### src/rtl/ram_access_arbiter.sv
// ram_access_arbiter
//   Shares the single-port command RAM between two local requesters. Each
//   atomic read or write becomes a two-word command sequence: an address word,
//   then a data word. A read then waits for the RAM's read-valid strobe. Two
//   simultaneous requesters are served round-robin.
//
//   Optional feature macro: RAM_ARB_RD_TIMEOUT_EN
//     When defined, this adds parameter RD_TIMEOUT and output err. A read that
//     sees no ram_tx_valid for RD_TIMEOUT wait cycles completes with rdata=0
//     and err=1.
//
//   Ports
//     clk, rst             rising-edge clock, synchronous active-high reset
//     req0/wr0/addr0/wdata0 port 0 request (held until ack0), op, address, data
//     ack0                  port 0 completion, one-cycle pulse
//     req1/wr1/addr1/wdata1 port 1, same as port 0
//     ack1                  port 1 completion, one-cycle pulse
//     rdata                 read data, valid while the read's ack is high
//     ram_din               command word to RAM {cmd[1:0], payload}
//     ram_rx_valid          command word strobe to RAM
//     ram_dout              RAM read data
//     ram_tx_valid          RAM read data valid
//     err                   (feature only) read timed out, alongside ack
module ram_access_arbiter #(
  parameter int unsigned DW = 8
`ifdef RAM_ARB_RD_TIMEOUT_EN
  ,
  parameter int unsigned RD_TIMEOUT = 15
`endif
) (
  input  logic          clk,
  input  logic          rst,
  input  logic          req0,
  input  logic          wr0,
  input  logic [DW-1:0] addr0,
  input  logic [DW-1:0] wdata0,
  output logic          ack0,
  input  logic          req1,
  input  logic          wr1,
  input  logic [DW-1:0] addr1,
  input  logic [DW-1:0] wdata1,
  output logic          ack1,
  output logic [DW-1:0] rdata,
  output logic [DW+1:0] ram_din,
  output logic          ram_rx_valid,
  input  logic [DW-1:0] ram_dout,
  input  logic          ram_tx_valid
`ifdef RAM_ARB_RD_TIMEOUT_EN
  ,
  output logic          err
`endif
);

  localparam int unsigned CW = DW + 2;

  // Command codes carried in the top two bits of the RAM command word
  localparam logic [1:0] CMD_WR_ADDR = 2'b00;
  localparam logic [1:0] CMD_WR_DATA = 2'b01;
  localparam logic [1:0] CMD_RD_ADDR = 2'b10;
  localparam logic [1:0] CMD_RD_DATA = 2'b11;

`ifdef RAM_ARB_RD_TIMEOUT_EN
  // The counter runs 0..RD_TIMEOUT-1 while in WAIT_RD
  localparam int unsigned TW = (RD_TIMEOUT > 1) ? $clog2(RD_TIMEOUT) : 1;
  localparam logic [TW-1:0] TMO_LAST = TW'(RD_TIMEOUT - 1);
`endif

  typedef enum logic [2:0] {
    IDLE     = 3'd0,
    CMD_ADDR = 3'd1,
    CMD_DATA = 3'd2,
    WAIT_RD  = 3'd3,
    RESP     = 3'd4
  } state_e;

  state_e          state_q, state_d;
  logic            gnt_q, gnt_d;       // granted port index
  logic            ptr_q, ptr_d;       // favoured port when both request
  logic            wr_q, wr_d;
  logic [DW-1:0]   addr_q, addr_d;
  logic [DW-1:0]   wdata_q, wdata_d;
  logic            ack0_q, ack0_d;
  logic            ack1_q, ack1_d;
  logic [DW-1:0]   rdata_q, rdata_d;
  logic [CW-1:0]   din_q, din_d;
  logic            rxv_q, rxv_d;
  logic            sel_c;
`ifdef RAM_ARB_RD_TIMEOUT_EN
  logic            err_q, err_d;
  logic [TW-1:0]   cnt_q, cnt_d;
`endif

  // Grant choice: a lone requester wins, otherwise the favoured port
  assign sel_c = (req0 && req1) ? ptr_q : req1;

  // Next-state and next-output logic. Outputs are registered from the value
  // they must carry in the next state, so they line up with that state.
  always_comb begin
    state_d = state_q;
    gnt_d   = gnt_q;
    ptr_d   = ptr_q;
    wr_d    = wr_q;
    addr_d  = addr_q;
    wdata_d = wdata_q;
    ack0_d  = 1'b0;
    ack1_d  = 1'b0;
    rdata_d = rdata_q;
    din_d   = '0;
    rxv_d   = 1'b0;
`ifdef RAM_ARB_RD_TIMEOUT_EN
    err_d   = 1'b0;
    cnt_d   = cnt_q;
`endif

    unique case (state_q)
      IDLE: begin
        if (req0 || req1) begin
          gnt_d   = sel_c;
          wr_d    = sel_c ? wr1    : wr0;
          addr_d  = sel_c ? addr1  : addr0;
          wdata_d = sel_c ? wdata1 : wdata0;
          state_d = CMD_ADDR;
          rxv_d   = 1'b1;
          din_d   = {(wr_d ? CMD_WR_ADDR : CMD_RD_ADDR), addr_d};
        end
      end

      CMD_ADDR: begin
        state_d = CMD_DATA;
        rxv_d   = 1'b1;
        din_d   = wr_q ? {CMD_WR_DATA, wdata_q} : {CMD_RD_DATA, {DW{1'b0}}};
      end

      CMD_DATA: begin
        if (wr_q) begin
          state_d = RESP;
          ack0_d  = ~gnt_q;
          ack1_d  = gnt_q;
        end else begin
          state_d = WAIT_RD;
`ifdef RAM_ARB_RD_TIMEOUT_EN
          cnt_d   = '0;
`endif
        end
      end

      WAIT_RD: begin
        if (ram_tx_valid) begin
          rdata_d = ram_dout;
          state_d = RESP;
          ack0_d  = ~gnt_q;
          ack1_d  = gnt_q;
`ifdef RAM_ARB_RD_TIMEOUT_EN
        end else if (cnt_q == TMO_LAST) begin
          rdata_d = '0;
          err_d   = 1'b1;
          state_d = RESP;
          ack0_d  = ~gnt_q;
          ack1_d  = gnt_q;
        end else begin
          cnt_d   = cnt_q + TW'(1);
`endif
        end
      end

      RESP: begin
        ptr_d   = ~gnt_q;
        state_d = IDLE;
      end

      default: begin
        state_d = IDLE;
      end
    endcase
  end

  // State and output registers
  always_ff @(posedge clk) begin
    if (rst) begin
      state_q <= IDLE;
      gnt_q   <= 1'b0;
      ptr_q   <= 1'b0;
      wr_q    <= 1'b0;
      addr_q  <= '0;
      wdata_q <= '0;
      ack0_q  <= 1'b0;
      ack1_q  <= 1'b0;
      rdata_q <= '0;
      din_q   <= '0;
      rxv_q   <= 1'b0;
`ifdef RAM_ARB_RD_TIMEOUT_EN
      err_q   <= 1'b0;
      cnt_q   <= '0;
`endif
    end else begin
      state_q <= state_d;
      gnt_q   <= gnt_d;
      ptr_q   <= ptr_d;
      wr_q    <= wr_d;
      addr_q  <= addr_d;
      wdata_q <= wdata_d;
      ack0_q  <= ack0_d;
      ack1_q  <= ack1_d;
      rdata_q <= rdata_d;
      din_q   <= din_d;
      rxv_q   <= rxv_d;
`ifdef RAM_ARB_RD_TIMEOUT_EN
      err_q   <= err_d;
      cnt_q   <= cnt_d;
`endif
    end
  end

  assign ack0         = ack0_q;
  assign ack1         = ack1_q;
  assign rdata        = rdata_q;
  assign ram_din      = din_q;
  assign ram_rx_valid = rxv_q;
`ifdef RAM_ARB_RD_TIMEOUT_EN
  assign err          = err_q;
`endif

endmodule

### config.mk
export PLATFORM = sky130hd
export DESIGN_NAME = ram_access_arbiter
export DESIGN_NICKNAME = d
export VERILOG_FILES = /design/src/rtl/ram_access_arbiter.sv
export SDC_FILE = /design/constraint.sdc
export NUM_CORES = 1
export LEC_CHECK = 0
export BUFFER_PORTS_ARGS = -buffer_cell sky130_fd_sc_hd__clkbuf_2
export CORE_ASPECT_RATIO = 0.5
export CORE_MARGIN = 4
export CORE_UTILIZATION = 30
export CTS_BUF_LIST = sky130_fd_sc_hd__clkbuf_2 sky130_fd_sc_hd__clkbuf_4 sky130_fd_sc_hd__clkbuf_8
export DETAILED_ROUTE_END_ITERATION = 8
export GPL_ROUTABILITY_DRIVEN = 0
export PLACE_DENSITY_LB_ADDON = 0.05
export SLEW_MARGIN = 20
export SYNTH_ARGS = -nofsm -noshare
export SYNTH_HDL_FRONTEND = slang
export SYNTH_SLANG_ARGS = --single-unit
### constraint.sdc
create_clock -name clk -period 1.08 [get_ports clk]
set_input_delay 0.054 -clock clk [delete_from_list [all_inputs] [get_ports clk]]
set_output_delay 0.054 -clock clk [all_outputs]
set_load 0.02 [all_outputs]
==> impl_metrics.csv, run 1 <==
group,metric,value,unit
route,wl_per_cell,11.91,um
worst_setup_path,crit_arrival,1380,ps
clock_network,cts-root-buf,"clkbuf_8",
route,routed_wl,3.679,mm
min_path,hold_start,"addr1[1]",
worst_setup_path,critPathKind,"flop to flop",
clock_network,cts_max_level,2,
worst_setup_path,cp-startpoint,"state_q[1]$_SDFFE_PP0P_",
die,dieWidth,107.1,um
worst_setup_path,cp.required,1240,ps
placement,dp_hpwl,2.613,mm
logic_synthesis,synthArstFlopShare,0,
finish,synthToLayoutAreaGrowth,60.32,%
die,die_h,57.54,um
logic_synthesis,yosys_warnings,0,
logic_synthesis,syn_inst,144,
outcome,violations,"setup timing",
timing,hold_viol,0,
logic_synthesis,synth.distinct_cells,27,
finish,layout_commonest_cell,"clkbuf_2",
power,vdd_drop_max,576.5,uV
die,die_area,0.006162,sq mm
worst_setup_path,cp-start-kind,"flop",
logic_synthesis,synth-edff-count,0,
clock_network,insertion_delay,270,ps
die,core-area,0.004573,sq mm
clock_network,clk_path_buf_depth,2,
finish,layout_common_cells,"67 x clkbuf_2, 31 x dfxtp_1, 19 x buf_4",
timing,rsz0062_at_grt,"yes",
timing,relSlewSlack,0.7499,
worst_setup_path,timing.rr.start,"state_q[1]$_SDFFE_PP0P_",
clock_network,clk_pin_slew,70,ps
logic_synthesis,synth_seq_cells,35,
route,vias_per_cell,4.408,
route,drc,0,
finish,layout-drive-gt1-share,0.5926,
placement,dpl-instance-area,0.001989,sq mm
grt,antenna_found_initial,0,
logic_synthesis,synth_area_leaders,"dfxtp_1 48%, mux2i_1 12%, a211oi_2 7.6%",
die,ios,68,
clock_network,cts_made_buffers,5,
logic_synthesis,synth_area_per_cell,10.23,sq um
timing,setup_viol,30,
logic_synthesis,syn_area,0.001473,sq mm
logic_synthesis,synth_top_area_share,0.4758,
clock_network,cts_sinks,35,
grt,grt_use_total,0.1265,
logic_synthesis,syn_nets,191,
min_path,hold_class,"primary input to flop",
worst_setup_path,r2r_slack,-140,ps
route,vias,1362,
timing,tightestPinTransition,373.8,ps
timing,finalSetupTns,-2058,ps
worst_setup_path,end_kind,"flop",
grt,grt_pass1_wl,6.216,mm
finish,layout.nets,290,
route,drt_iter0_drc,24,
timing,fmax,819.2,MHz
power,p_per_area,1503,mW/mm^2
logic_synthesis,ys_seq_area_frac,0.4758,
clock_network,tritoncts,"built",
grt,grt_start_max_net_pins,22,
grt,grt_pass1_vias,1388,
power,leakage,0.001088,uW
timing,period_share,1.130,
timing,drv_slew,0,
grt,grt_overflow_total,0,
die,start_util,0.3220,
timing,fin_crit,1221,ps
placement,port_buffers,67,
logic_synthesis,yosys_most_used_dff,"dfxtp_1",
finish,fillers,464,
logic_synthesis,synth_top_cell_by_area,"dfxtp_1",
finish,final_area,0.002361,sq mm
route,drt_pass1_iterations,2,
timing,layout_setup_ws,-140.8,ps
flow_run,drv_cap,0,
outcome,status,"complete, but fails checks",
route,antenna_left,0,
worst_setup_path,path_max_fanout,7,
timing,fin_skew,1.567,ps
finish,diodes,0,
die,rows,17,
-- routing by layer --
metal | track usage | vias to the layer above | wire [um]
met5 | 0 | - | 0
met4 | 0.03097 | 0 | 23
met3 | 0.04972 | 4 | 297
li1 | - | 703 | -
met2 | 0.2187 | 43 | 1740
met1 | 0.1488 | 612 | 1617
-- synthesized netlist by cell type, types with 2 or more instances --
cell type	number
a211oi_2	9
mux2i_1	18
nor2_1	15
and2_1	2
a21oi_1	11
nand2_1	19
dfxtp_1	35
buf_4	3
o2bb2ai_1	8
nand2b_1	2
buf_6	4
nor3_1	2
inv_1	2
-- sequential cells by signal (all words and copies together) (netlist names) --
register and flops:
ack1 1, wdata_q 8, ack0 1, ptr_q 1, rdata 8, ram_rx_valid 1, wr_q 1, gnt_q 1
ram_din 10, state_q 3
-- where the power goes --
| part | switching [uW] | internal (uW) |
|---|---|---|
| combinational | 501 | 577 |
| clock | 437 | 500 |
| sequential | 93.7 | 1440 |
-- worst max-delay path, stage by stage (launching register included) --
cell	delay [ps]
dfxtp_4	370
nor4_4	340
buf_4	210
nand2b_4	130
a21oi_2	50
-- area by class of cell --
type | instances | area [sq um] | share of cell area
sequential | 35 | 710.7 | 0.3010
clock inverter | 1 | 5.005 | 0.002120
multi-input combinational | 97 | 807.0 | 0.3418
timing repair buffer | 102 | 665.6 | 0.2819
inverter | 2 | 7.507 | 0.003180
clock buffer | 6 | 82.58 | 0.03498
tap | 66 | 82.58 | 0.03498
-- worst paths after layout --
check                                              to  cells after the start
worst max-delay path               gnt_q$_SDFFE_PP0P_                      4
worst min-delay path            ram_din[1]$_SDFF_PP0_                      3
worst max register to register     gnt_q$_SDFFE_PP0P_                      4
worst min register to register  ram_din[7]$_SDFF_PP0_                      1
-- per-stage QoR --
stage | instances | total power [uW] | hold slack (ps) | setup WS [ps] | utilization
global placement | 287 | 2410 | 277.2 | -198.2 | 0.4350
finish | 309 | 3549 | 58.55 | -140.8 | 0.5163
floorplan | 144 | 2079 | 127.4 | -95.38 | -
CTS | 306 | 3531 | 2.378 | -150.3 | 0.4974
global route | 309 | 3765 | 69.37 | -191.6 | 0.5163
detailed placement | 287 | 2418 | 281.8 | -248.0 | 0.4350
-- cells by family after synthesis --
| family | share of synthesized area |
|---|---|
| simple gates | 0.1572 |
| flops | 0.4758 |
| compound gates | 0.1852 |
| mux | 0.1223 |
| buf+inv | 0.05946 |
-- what timing repair did --
| action | CTS | global route |
|---|---|---|
| setup buffers | 5 | 2 |
| setup endpoints to repair | 33 | 34 |
| endpoints found under the hold margin | 7 | 1 |
| hold buffers | 7 | 1 |
| resized for setup | 27 | 17 |
| pin swaps | 8 | 11 |
No activity file was read; power rests on OpenSTA's default activity.
==> inputs of run 2 (changes only) <==
--- a/config.mk
+++ b/config.mk
@@ -12,8 +12,6 @@
 export CTS_BUF_LIST = sky130_fd_sc_hd__clkbuf_2 sky130_fd_sc_hd__clkbuf_4 sky130_fd_sc_hd__clkbuf_8
 export DETAILED_ROUTE_END_ITERATION = 8
 export GPL_ROUTABILITY_DRIVEN = 0
-export PLACE_DENSITY_LB_ADDON = 0.05
-export SLEW_MARGIN = 20
 export SYNTH_ARGS = -nofsm -noshare
 export SYNTH_HDL_FRONTEND = slang
 export SYNTH_SLANG_ARGS = --single-unit
==> run 2 against run 1 <==
  * Setup slack better by 17 ps
  * Clock skew up 4.5 ps
  * Clock-buffer cell count down 1
  * Via count down 0.44%
  * Largest cell class unchanged
  * The run still ends with setup timing left
  * Critical path depth unchanged
==> impl_metrics.csv, run 2 (synthesis gave the netlist of run 1 again) <==
group,metric,value,unit
finish,layout-drive-gt1-share,0.5496,
timing,relSlewSlack,0.7848,
finish,final_area,0.002344,sq mm
worst_setup_path,critPathKind,"flop to flop",
finish,synthToLayoutAreaGrowth,59.13,%
outcome,violations,"setup timing",
route,drc,0,
worst_setup_path,cp-startpoint,"ptr_q$_SDFFE_PP0N_",
worst_setup_path,path_max_fanout,5,
grt,grt_use_total,0.1145,
die,rows,17,
grt,grt_overflow_total,0,
timing,whs,48.44,ps
clock_network,cts-root-buf,"clkbuf_8",
worst_setup_path,r2r_end,"wdata_q[6]$_SDFFE_PP0P_",
route,antenna_left,0,
min_path,hold_class,"primary input to flop",
placement,dp_hpwl,2.732,mm
finish,layout_commonest_cell,"clkbuf_2",
finish,final_core_util,0.5124,
grt,grt_start_max_net_pins,22,
finish,layout_common_cells,"67 x clkbuf_2, 31 x dfxtp_1, 19 x nand2_1",
route,vias_per_cell,4.403,
power,p_per_area,1596,mW/mm^2
worst_setup_path,crit_end,"wdata_q[6]$_SDFFE_PP0P_",
worst_setup_path,reg2reg_depth,4,
power,power,3741,uW
die,core-area,0.004573,sq mm
placement,port_buffers,67,
route,routed_wl,3.679,mm
die,ios,68,
die,dieWidth,107.1,um
power,clkPwrFrac,0.318,
worst_setup_path,crit_chain,"o21ai_4 -> buf_6 -> mux2i_1 -> a211oi_2",
grt,grt_pass1_wl,5.699,mm
die,die_h,57.54,um
power,p_sw_frac,0.2881,
timing,drv_slew,0,
die,start_util,0.3220,
timing,period_share,1.115,
clock_network,clk_pin_slew,80,ps
timing,hold_viol,0,
worst_setup_path,r2r_slack,-120,ps
timing,layout_setup_ws,-123.9,ps
clock_network,clk_path_buf_depth,2,
clock_network,cts_made_buffers,5,
timing,fmax,830.6,MHz
route,maxUsedRoutingLayer,"met4",
power,vdd_drop_max,615.2,uV
worst_setup_path,end_kind,"flop",
placement,dpl-instance-area,0.001969,sq mm
power,internal_power,2663,uW
clock_network,cts_max_level,2,
route,vias,1356,
route,wl_per_cell,11.94,um
grt,antenna_found_initial,0,
outcome,status,"complete, but fails checks",
worst_setup_path,crit_path_max_incr_delay,340,ps
route,drt_iter0_drc,25,
power,power_frac_seq,0.408,
worst_setup_path,crit_arrival,1380,ps
power,leakage,0.001064,uW
route,route.met3.wl,279,um
worst_setup_path,timing.rr.start,"ptr_q$_SDFFE_PP0N_",
clock_network,cts_sinks,35,
timing,rsz0062_at_grt,"yes",
finish,largest_reg_flops,10,
power,power_frac_comb,0.274,
timing,tightestPinTransition,321.7,ps
grt,grt_pass1_vias,1332,
route,drt_pass1_iterations,4,
flow_run,drv_cap,0,
clock_network,insertion_delay,290,ps
worst_setup_path,cp.required,1260,ps
timing,fin_skew,6.062,ps
worst_setup_path,cp_slowest_cell,"dfxtp_2",
route,m1WireLength,1.554,mm
worst_setup_path,cp-start-kind,"flop",
die,die_area,0.006162,sq mm
route,route.met2.wl,1.813,mm
finish,layout.nets,288,
placement,dp_worst_setup_slack,-157.0,ps
clock_network,tritoncts,"built",
finish,diodes,0,
timing,setup_viol,28,
power,switchingPower,1078,uW
timing,fin_crit,1204,ps
run 2: how the worst min path moves through the flow:
stage | slack, ps | to | cells after the start | start
global placement | 280 | rdata[3]$_SDFFE_PP0P_ | 3 | ram_dout[3]
detailed placement | 280 | rdata[2]$_SDFFE_PP0P_ | 3 | ram_dout[2]
finish | 50 | ram_din[4]$_SDFF_PP0_ | 3 | addr1[4]
floorplan | 130 | ram_rx_valid$_SDFF_PP0_ | 1 | rst
global route | 40 | ram_din[1]$_SDFF_PP0_ | 3 | addr1[1]
CTS | 40 | ram_din[4]$_SDFF_PP0_ | 3 | addr1[4]
run 2: power groups by stage:
stage	registers (uW)	clock network (uW)	logic (uW)
6_report	1530	1190	1030
5_1_grt	1540	1270	1130
4_1_cts	1520	1220	937
3_5_place_dp	1550	0	842
3_3_place_gp	1540	0	828
2_1_floorplan	1590	0	487
run 2: layout make-up:
class                      instances  area, sq um
clock buffer                       5        68.82
clock inverter                     3        43.79
fill                             423         2230
inverter                           2        7.507
multi-input combinational         97        787.0
sequential                        35        708.2
tap                               66        82.58
timing repair buffer             100        645.6
run 2: timing repair:
item                       4_1_cts  5_1_grt
resized for setup               14       22
setup endpoints to repair       34       34
hold endpoints to repair         8        0
gates cloned                     0        1
pin swaps                        4        6
setup buffers                    2        3
hold buffers                     8        0
run 2: metrics by stage:
step / setup TNS (ps) / cells
global placement: -3232 / 286
finish: -2204 / 308
CTS: -2364 / 304
global route: -4838 / 308
floorplan: -1340 / 144
detailed placement: -3697 / 286
run 2: routing by layer:
layer | vias to the layer above | GRT usage
met2 | 35 | 0.2062
met4 | 0 | 0.03279
li1 | 699 | -
met5 | - | 0
met1 | 618 | 0.1256
met3 | 4 | 0.04633
run 2: critical path, delay by kind of cell (launching register included):
family | cells | cell delay, ps
AOI/OAI and AO/OA | 2 | 340
muxes | 1 | 240
buffers and inverters | 1 | 180
DFF | 1 | 340
==> inputs of run 3 (changes only) <==
--- a/config.mk
+++ b/config.mk
@@ -12,6 +12,7 @@
 export CTS_BUF_LIST = sky130_fd_sc_hd__clkbuf_2 sky130_fd_sc_hd__clkbuf_4 sky130_fd_sc_hd__clkbuf_8
 export DETAILED_ROUTE_END_ITERATION = 8
 export GPL_ROUTABILITY_DRIVEN = 0
+export REMOVE_ABC_BUFFERS = 1
 export SYNTH_ARGS = -nofsm -noshare
 export SYNTH_HDL_FRONTEND = slang
 export SYNTH_SLANG_ARGS = --single-unit
==> run 3 against run 2 <==
  * The flow still finishes with violations (setup timing)
  * Clock skew decreased by 3.0 ps
  * Die area unchanged
  * Final cell count increased by 0.65%
  * Maximum frequency decreased by 3.0%
  * Core utilization increased by 1.4 points
  * Via count increased by 2.3%
  * Highest routed layer unchanged
  * Register-to-register slack got worse by 40 ps
  * Clock power decreased by 11%
  * Non-clock buffer count increased by 2
  * Clock-buffer cell count increased by 3
  * Critical path type unchanged
  * Setup slack got worse by 38 ps
==> impl_metrics.csv, run 3 (synthesis gave the netlist of run 1 again) <==
group,metric,value,unit
finish,layout.nets,290,
die,rows,17,
grt,grt_start_max_net_pins,22,
grt,grt_pass1_vias,1478,
route,routed_wl,4.115,mm
worst_setup_path,path_max_fanout,6,
placement,port_buffers,67,
min_path,hold_class,"primary input to flop",
worst_setup_path,cp-startpoint,"state_q[1]$_SDFFE_PP0P_",
route,drt_pass1_iterations,4,
outcome,violations,"setup timing",
placement,dpl.cell_count,288,
finish,largest_reg_flops,10,
die,core-area,0.004573,sq mm
timing,relSlewSlack,0.7253,
die,ios,68,
worst_setup_path,critPathKind,"flop to flop",
die,die_h,57.54,um
placement,dp_hpwl,2.837,mm
power,vdd_drop_max,533.8,uV
die,start_util,0.3220,
grt,grt_use_total,0.1318,
timing,fmax,805.5,MHz
timing,tightestPinTransition,410.6,ps
finish,fillers,420,
grt,antenna_found_initial,0,
power,p_per_area,1555,mW/mm^2
clock_network,cts_made_buffers,5,
finish,synthToLayoutAreaGrowth,63.64,%
route,drt_iter0_drc,18,
min_path,hold_start,"addr0[4]",
timing,rsz0062_at_grt,"yes",
power,leakage,0.001105,uW
timing,drv_slew,0,
clock_network,tritoncts,"built",
clock_network,insertion_delay,280,ps
timing,fin_crit,1241,ps
placement,dpl-instance-area,0.001981,sq mm
route,drc,0,
worst_setup_path,timing.rr.start,"state_q[1]$_SDFFE_PP0P_",
clock_network,cts_sinks,35,
clock_network,cts-root-buf,"clkbuf_8",
die,dieWidth,107.1,um
grt,grt_overflow_total,0,
worst_setup_path,crit_arrival,1400,ps
flow_run,drv_cap,0,
worst_setup_path,cp.required,1240,ps
timing,layout_setup_ws,-161.5,ps
finish,layout_commonest_cell,"clkbuf_2",
route,antenna_left,0,
clock_network,cts_max_level,2,
finish,final_core_util,0.5269,
clock_network,clk_pin_slew,70,ps
worst_setup_path,cp-start-kind,"flop",
clock_network,clk_path_buf_depth,2,
grt,grt_pass1_wl,6.472,mm
finish,stdcell_count,310,
finish,diodes,0,
worst_setup_path,end_kind,"flop",
route,vias_per_cell,4.474,
timing,setup_viol,33,
timing,fin_skew,3.037,ps
route,vias,1387,
timing,period_share,1.150,
finish,final_area,0.002410,sq mm
route,wl_per_cell,13.27,um
outcome,status,"complete, but fails checks",
timing,hold_viol,0,
finish,layout-drive-gt1-share,0.5984,
finish,layout_common_cells,"67 x clkbuf_2, 31 x dfxtp_1, 15 x mux2i_1, 15 x nand2_1, 14 x buf_4",
die,die_area,0.006162,sq mm
## run 3: changes by cell type in the layout (fill, tap and decap cells not counted), sizes merged
cell	delta
clkbuf	+4
clkinv	-2
buf	+1
bufinv	-1
## run 3: worst max-delay path, stage by stage (launching register included)
cell       delay, ps
dfxtp_4          370
nor4_4           350
buf_4            190
clkbuf_16        150
a211oi_2          60
## run 3: final timing paths
check                             to  slack (ps)  cells after the start
max          wdata_q[6]$_SDFFE_PP0P_        -160                      4
min            ram_din[4]$_SDFF_PP0_          40                      3
max reg2reg  wdata_q[6]$_SDFFE_PP0P_        -160                      4
min reg2reg    rdata[1]$_SDFFE_PP0P_         450                      2
## run 3: what timing repair did
item / 4_1_cts / 5_1_grt
gates resized for setup: 22 / 30
endpoints found under the setup margin: 33 / 33
hold endpoints to repair: 7 / 1
pin swaps: 3 / 18
gates cloned: 0 / 2
buffers inserted: 1 / 3
hold buffers: 7 / 1
## run 3: metal layers
metal,wire length (um),up-vias,GRT usage
li1,-,708,-
met1,1790,641,0.1459
met2,2052,31,0.2444
met3,214,7,0.04407
met4,57,0,0.03461
met5,0,-,0
## run 3: final cells by class
class / count / area, sq um / area share
timing repair buffer: 102 / 689.4 / 0.2861
clock buffer: 8 / 103.9 / 0.04309
multi-input combinational: 97 / 815.8 / 0.3385
inverter: 2 / 7.507 / 0.003115
tap: 66 / 82.58 / 0.03427
sequential: 35 / 710.7 / 0.2949
## run 3: per-stage QoR
| step | setup WS (ps) | TNS (ps) | hold WS [ps] | total power, uW |
|---|---|---|---|---|
| 6_report | -161.5 | -2809 | 41.56 | 3747 |
| 5_1_grt | -234.0 | -5065 | 48.77 | 3942 |
| 4_1_cts | -142.4 | -2276 | 0.09912 | 3543 |
| 3_5_place_dp | -272.2 | -5392 | 288.3 | 2391 |
| 3_3_place_gp | -214.2 | -4308 | 277.3 | 2374 |
| 2_1_floorplan | -558.8 | -10800 | 118.6 | 1995 |
## run 3: power breakdown
part           leakage, uW  internal, uW  switching (uW)
Clock            0.0000549           607             453
Sequential        0.000289          1440            99.4
Combinational     0.000761           602             546
